## src/rtl/seq_alu_if.sv

```systemverilog
// seq_alu_if: start/busy/done handshake and operand/result bus for seq_alu
interface seq_alu_if #(parameter int SIZE = 16);
  logic            start;
  logic [3:0]      operation;
  logic [SIZE-1:0] primaryOperand;
  logic [SIZE-1:0] secondaryOperand;
  logic            busy;
  logic            done;
  logic [SIZE-1:0] result;
  logic [SIZE-1:0] resultHigh;
  logic [3:0]      flags;
  modport master (
    output start, operation, primaryOperand, secondaryOperand,
    input  busy, done, result, resultHigh, flags
  );
  modport slave (
    input  start, operation, primaryOperand, secondaryOperand,
    output busy, done, result, resultHigh, flags
  );
endinterface

```

## src/rtl/seq_alu.sv

```systemverilog
// seq_alu: registered ALU with single-cycle logic/arith ops and shift-add multiply / restoring divide
module seq_alu #(parameter int SIZE = 16) (
  input logic     clock,
  input logic     reset,
  seq_alu_if.slave bus
);
  typedef enum logic [1:0] {IDLE, MUL_RUN, DIV_RUN} state_t;
  localparam int CW = $clog2(SIZE + 1);
  localparam logic [3:0] OP_ADD = 4'd0, OP_SUB = 4'd1, OP_AND = 4'd2, OP_OR = 4'd3,
                         OP_NOT = 4'd4, OP_XOR = 4'd5, OP_SHL = 4'd6, OP_SHR = 4'd7,
                         OP_MUL = 4'd8, OP_DIV = 4'd9;
  state_t state, next_state;
  logic [SIZE-1:0] opa, opb, a, hi, lo, nhi, nlo;
  logic [3:0] op;
  logic [CW-1:0] cnt;
  logic issue, multi, last, mul_v;
  logic [SIZE:0] add, sub, mul_sum, div_shift, div_diff;
  logic [SIZE-1:0] alu_res, alu_hi;
  logic alu_c, alu_v, alu_def, div_ge;
  assign opa = bus.primaryOperand;
  assign opb = bus.secondaryOperand;
  assign op = bus.operation;
  assign issue = (state == IDLE) && bus.start;
  assign multi = (op == OP_MUL) || (op == OP_DIV && |opb);
  assign last = (state != IDLE) && (cnt == CW'(1));
  always_ff @(posedge clock or posedge reset)
    if (reset) state <= IDLE;
    else state <= next_state;
  always_comb begin
    next_state = state;
    if (issue && op == OP_MUL) next_state = MUL_RUN;
    else if (issue && op == OP_DIV && |opb) next_state = DIV_RUN;
    else if (last) next_state = IDLE;
  end
  always_comb bus.busy = (state != IDLE);
  always_comb begin
    add = {1'b0, opa} + {1'b0, opb};
    sub = {1'b0, opa} - {1'b0, opb};
    alu_res = '0;
    alu_hi = '0;
    alu_c = 1'b0;
    alu_v = 1'b0;
    alu_def = 1'b1;
    case (op)
      OP_ADD: begin
        alu_res = add[SIZE-1:0];
        alu_c = add[SIZE];
        alu_v = (opa[SIZE-1] == opb[SIZE-1]) && (add[SIZE-1] != opa[SIZE-1]);
      end
      OP_SUB: begin
        alu_res = sub[SIZE-1:0];
        alu_c = sub[SIZE];
        alu_v = (opa[SIZE-1] != opb[SIZE-1]) && (sub[SIZE-1] != opa[SIZE-1]);
      end
      OP_AND: alu_res = opa & opb;
      OP_OR:  alu_res = opa | opb;
      OP_NOT: alu_res = ~opa;
      OP_XOR: alu_res = opa ^ opb;
      OP_SHL: begin
        alu_res = {opa[SIZE-2:0], 1'b0};
        alu_c = opa[SIZE-1];
        alu_v = opa[SIZE-1] ^ opa[SIZE-2];
      end
      OP_SHR: begin
        alu_res = {1'b0, opa[SIZE-1:1]};
        alu_c = opa[0];
      end
      // only reached single-cycle when the divisor is zero
      OP_DIV: begin
        alu_res = '1;
        alu_hi = opa;
        alu_v = 1'b1;
      end
      default: alu_def = 1'b0;
    endcase
  end
  always_comb begin
    mul_sum = {1'b0, hi} + (lo[0] ? {1'b0, a} : '0);
    div_shift = {hi, lo[SIZE-1]};
    div_diff = div_shift - {1'b0, a};
    div_ge = !div_diff[SIZE];
    nhi = (state == MUL_RUN) ? mul_sum[SIZE:1] : (div_ge ? div_diff[SIZE-1:0] : div_shift[SIZE-1:0]);
    nlo = (state == MUL_RUN) ? {mul_sum[0], lo[SIZE-1:1]} : {lo[SIZE-2:0], div_ge};
    mul_v = (state == MUL_RUN) && |nhi;
  end
  // a holds multiplicand or divisor; lo shifts out multiplier / dividend and fills with product / quotient
  always_ff @(posedge clock or posedge reset)
    if (reset) begin
      a <= '0;
      hi <= '0;
      lo <= '0;
      cnt <= '0;
      bus.done <= 1'b0;
      bus.result <= '0;
      bus.resultHigh <= '0;
      bus.flags <= '0;
    end else begin
      bus.done <= (issue && !multi) || last;
      if (issue && multi) begin
        a <= (op == OP_MUL) ? opa : opb;
        hi <= '0;
        lo <= (op == OP_MUL) ? opb : opa;
        cnt <= CW'(SIZE);
      end else if (state != IDLE) begin
        hi <= nhi;
        lo <= nlo;
        cnt <= cnt - CW'(1);
      end
      if (issue && !multi) begin
        bus.result <= alu_res;
        bus.resultHigh <= alu_hi;
        bus.flags <= {alu_v, alu_def && (alu_res == '0), alu_c, alu_res[SIZE-1]};
      end else if (last) begin
        bus.result <= nlo;
        bus.resultHigh <= nhi;
        bus.flags <= {mul_v, nlo == '0, mul_v, nlo[SIZE-1]};
      end
    end
endmodule

```

## src/flat_wrapper.sv

```systemverilog
// flat-port wrapper written by rule: the top's interface ports become plain ports
module seq_alu_flat 
#(parameter int SIZE = 16)
  (clock, reset, bus_start, bus_operation, bus_primaryOperand, bus_secondaryOperand, bus_busy, bus_done, bus_result, bus_resultHigh, bus_flags);
  seq_alu_if #(.SIZE(SIZE)) bus_i ();
  input logic clock;
  input logic reset;
  input wire logic [$bits(bus_i.start)-1:0] bus_start;
  input wire logic [$bits(bus_i.operation)-1:0] bus_operation;
  input wire logic [$bits(bus_i.primaryOperand)-1:0] bus_primaryOperand;
  input wire logic [$bits(bus_i.secondaryOperand)-1:0] bus_secondaryOperand;
  output wire logic [$bits(bus_i.busy)-1:0] bus_busy;
  output wire logic [$bits(bus_i.done)-1:0] bus_done;
  output wire logic [$bits(bus_i.result)-1:0] bus_result;
  output wire logic [$bits(bus_i.resultHigh)-1:0] bus_resultHigh;
  output wire logic [$bits(bus_i.flags)-1:0] bus_flags;
  assign bus_i.start = bus_start;
  assign bus_i.operation = bus_operation;
  assign bus_i.primaryOperand = bus_primaryOperand;
  assign bus_i.secondaryOperand = bus_secondaryOperand;
  assign bus_busy = bus_i.busy;
  assign bus_done = bus_i.done;
  assign bus_result = bus_i.result;
  assign bus_resultHigh = bus_i.resultHigh;
  assign bus_flags = bus_i.flags;
  seq_alu #(.SIZE(SIZE)) u_core (.clock(clock), .reset(reset), .bus(bus_i));
endmodule
```

## config.mk

```make
export PLATFORM = sky130hd
export DESIGN_NAME = seq_alu_flat
export DESIGN_NICKNAME = d
export VERILOG_FILES = /design/src/rtl/seq_alu_if.sv /design/src/rtl/seq_alu.sv /design/src/flat_wrapper.sv
export SDC_FILE = /design/constraint.sdc
export NUM_CORES = 1
export LEC_CHECK = 0
export CAP_MARGIN = 40
export CORE_MARGIN = 4
export CORE_UTILIZATION = 30
export DETAILED_ROUTE_END_ITERATION = 8
export PLACE_DENSITY_LB_ADDON = 0.25
export SYNTH_ARGS = -nofsm -noshare
export SYNTH_HDL_FRONTEND = slang
export SYNTH_SLANG_ARGS = --single-unit
```

## constraint.sdc

```tcl
create_clock -name clock -period 4.4 [get_ports clock]
set_clock_uncertainty 0.15 [all_clocks]
set_input_delay 0.44 -clock clock [delete_from_list [all_inputs] [get_ports clock]]
set_output_delay 0.44 -clock clock [all_outputs]
set_load 0.01 [all_outputs]
```

==> Implementation_results.wiki <==
{| class="wikitable"
! Metric !! Value
|-
| Summed instance area of the synthesized netlist || 0.00958 mm²
|-
| Beginning of the critical path || u_core.lo[15]
|-
| Detailed-route via count || 9918
|-
| Final Hold Violating Endpoints || 0
|-
| Number of instances in the placed design || 1716
|-
| Pin count of the biggest net entering global routing || 65
|-
| Global placer's final weighted congestion || 1.02
|-
| Pwr dens || 658 mW/mm²
|-
| Setup TNS || 0 ps
|-
| Total area of sequential cells || 0.00228 mm²
|-
| Remaining Overflow, GRT || 0
|-
| Most frequently used flop master after synthesis || dfrtp_1
|-
| Remaining antenna violation count after routing || 0
|-
| Unrepaired setup endpoints after global routing || false
|-
| Reg-to-reg setup timing slack || 220 ps
|-
| Seq/Total Area, Yosys || 0.238
|-
| Post-synthesis area per instance || 7.59 µm²
|-
| Total CTS buffers || 9
|-
| Commonest cells after routing, fill and taps aside || 141 x nor2_1, 124 x nand2_1, 122 x a21oi_1
|-
| Post-route fraction of the period consumed by the critical path || 0.950
|-
| Rel. slew slack || 0.444
|-
| Largest delay contributor family on the critical path || compound AO/OA/AOI/OAI gates
|-
| Length in cells of the worst reg-to-reg path || 14
|-
| Placeable Area || 0.0316 mm²
|-
| Horiz. Die Dim || 187 µm
|-
| Initial core utilization || 0.304
|-
| Element type at the critical path end || flip-flop
|-
| Vertical die dimension || 187 µm
|-
| Number of top-level pins || 77
|-
| Warnings, synthesis || 0
|-
| Leading cell type in the layout, fill and taps excluded || nor2_1
|-
| F_max || 0.239 GHz
|-
| Worst-Skew Late Latency || 350 ps
|-
| Number of nets in the layout || 1450
|-
| Reg-to-reg startpoint || u_core.lo[15]
|-
| Vias in the first global route || 9647
|-
| Critical Path Fanout Max || 8
|-
| Count of input and output buffers || 76
|-
| CTS tree || done
|-
| Synthesized net count || 1387
|-
| Number of enable-type register cells in the synthesized netlist || 0
|-
| Multi-input gate area || 0.00665 mm²
|-
| Slowest stage cell, crit path || fa_1
|-
| Maximum number of buffers from clock root to sink || 2
|-
| GRT Overall Usage || 0.207
|-
| Fraction of registers with async set/reset || 1.00
|-
| Delay of the slowest critical-path stage || 420 ps
|-
| First-pass GRT wire length || 57.7 mm
|-
| Number of antenna violations at the first check in global routing || 0
|-
| Class of the most critical setup path || flip-flop to flip-flop
|-
| Cell count after synthesis || 1262
|-
| Data arrival time at the worst-slack endpoint || 4260 ps
|-
| Count of max-cap constraint violations || 0
|-
| Status || complete, no violations
|-
| Hold Crit Class || input port to asynchronous set/reset pin
|-
| CTS Root Cell || clkbuf_16
|-
| Post-synthesis sequential element count || 91
|-
| Post-CTS Repair Setup Buffers || 0
|-
| Non-filler instance count after layout || 1732
|-
| Antenna diode count || 0
|-
| Number of endpoints failing setup at the final stage || 0
|-
| First drt pass iteration count || 6
|-
| Post-DP HPWL || 29.5 mm
|-
| Number of pins exceeding their max-slew limit in the final report || 0
|-
| Sort of element at the start of the critical path || flip-flop
|-
| Worst slew pin tran || 831 ps
|-
| Share of final-layout standard cells stronger than drive strength 1 || 0.0910
|-
| Data required, critical path || 4490 ps
|-
| Number of buffers inserted by hold repair at cts || 0
|-
| Crit-path cells || inv_1, ha_1, fa_1, nand2b_1, a211oi_4, o21ai_2, o21a_2, mux2_4, a211oi_1, o211a_1, and4b_1, and4_1, a311oi_2, a211o_1
|-
| Die ar. || 0.0349 mm²
|-
| Worst vdd ir || 0.293 mV
|-
| Static Leak || 4.89 nW
|-
| Buf/Inv on CP || 1
|-
| 1st-iter DRT viols || 953
|-
| Reg-to-reg endpoint || u_core.bus.flags[1]
|-
| DRC violations left || 0
|-
| Fillers || 3369
|-
| Clock input transition at the sequential cells of the worst setup and hold paths || 70 ps
|-
| Total wire length || 37.3 mm
|-
| CTS H-Tree Depth || 3
|-
| Count of different cell masters after synthesis || 86
|-
| Sink count of the clock tree || 91
|-
| Routed length per placed instance || 21.5 µm
|-
| Final total power || 0.00743 W
|-
| Number of vias per cell after detailed routing || 5.73
|-
| Number of placement rows || 65
|-
| Final worst path period need || 4180 ps
|-
| Area grow syn2layout || 17.8%
|}
-- through the flow --
step	cell area [µm²]	util	worst slack (ps)	hold slack [ps]
after floorplan	9580	-	735	313
after global placement	10900	0.346	173	333
after detailed placement	11000	0.347	134	330
after CTS	11300	0.357	108	191
after global routing	11300	0.358	29.5	203
final	11300	0.358	222	192
-- kinds of logic after synthesis --
logic type      count (synthesis)  share of synthesized area
compound gates                420                      0.289
xor+xnor                       30                     0.0302
fa+ha+maj                      86                      0.115
buf+inv                       160                     0.0717
flops                          91                      0.238
mux                            30                     0.0374
simple gates                  445                      0.219
-- area by class of cell --
class / instances / area share
clock inverter: 6 / 0.00632
clock buffer: 10 / 0.0203
multi-input combinational: 1011 / 0.589
sequential: 91 / 0.202
timing repair buffer: 136 / 0.112
tap: 402 / 0.0446
inverter: 76 / 0.0255
-- synth_stat cells (all sizes together), types with 6 or more instances --
| library cell | n | area, µm² |
|---|---|---|
| a2111oi | 6 | 52.6 |
| a211o | 10 | 88.8 |
| a211oi | 16 | 133 |
| a21o | 20 | 150 |
| a21oi | 122 | 611 |
| a221o | 8 | 80.1 |
| a22oi | 11 | 82.6 |
| a31oi | 9 | 56.3 |
| and2 | 20 | 125 |
| and3 | 6 | 43.8 |
| buf | 16 | 113 |
| clkbuf | 68 | 289 |
| dfrtp | 91 | 2280 |
| ha | 82 | 1030 |
| inv | 75 | 282 |
| mux2i | 23 | 230 |
| nand2 | 124 | 465 |
| nand2b | 14 | 87.6 |
| nand3 | 38 | 190 |
| nand4 | 10 | 68.8 |
| nor2 | 143 | 539 |
| nor2b | 11 | 68.8 |
| nor3 | 25 | 125 |
| nor4 | 21 | 138 |
| o211ai | 20 | 150 |
| o21a | 8 | 60.1 |
| o21ai | 97 | 504 |
| o221ai | 27 | 236 |
| o22ai | 7 | 43.8 |
| o311ai | 7 | 61.3 |
| o31ai | 6 | 45.0 |
| or2 | 7 | 43.8 |
| or3 | 9 | 60.1 |
| xnor2 | 20 | 201 |
| xor2 | 10 | 87.6 |
-- registers in the layout, indices dropped and copies added (netlist names) --
| name | count |
|---|---|
| u_core.a | 16 |
| u_core.bus.resultHigh | 16 |
| u_core.hi | 16 |
| u_core.lo | 16 |
| u_core.bus.result | 15 |
| u_core.cnt | 5 |
| u_core.bus.flags | 4 |
| u_core.state | 2 |
| u_core.bus.done | 1 |
-- where the power goes --
group          total (W)  switching (W)  internal (W)
Sequential       0.00159       0.000379       0.00122
Combinational    0.00502        0.00290       0.00213
Clock           0.000809       0.000362      0.000447
Total            0.00743        0.00364       0.00379
-- repair_timing --
item,4_1_cts,5_1_grt
hold endpoints to repair,0,0
endpoints found under the setup margin,0,2
gates resized for setup,0,4
-- worst max path at each step --
stage,end,cells after the start
4_1_cts,u_core.bus.flags[1],14
6_report,u_core.bus.flags[1],14
3_5_place_dp,u_core.bus.flags[1],14
3_3_place_gp,u_core.bus.flags[3],14
2_1_floorplan,u_core.bus.flags[1],14
5_1_grt,u_core.bus.flags[1],14
-- routing by layer --
metal	GRT usage	vias up	share of wire
li1	-	4707	-
met1	0.274	4782	0.42
met2	0.343	368	0.47
met3	0.0195	61	0.059
met4	0.0950	0	0.048
met5	0	-	0
Note: power is estimated with default switching activity, not from simulation.
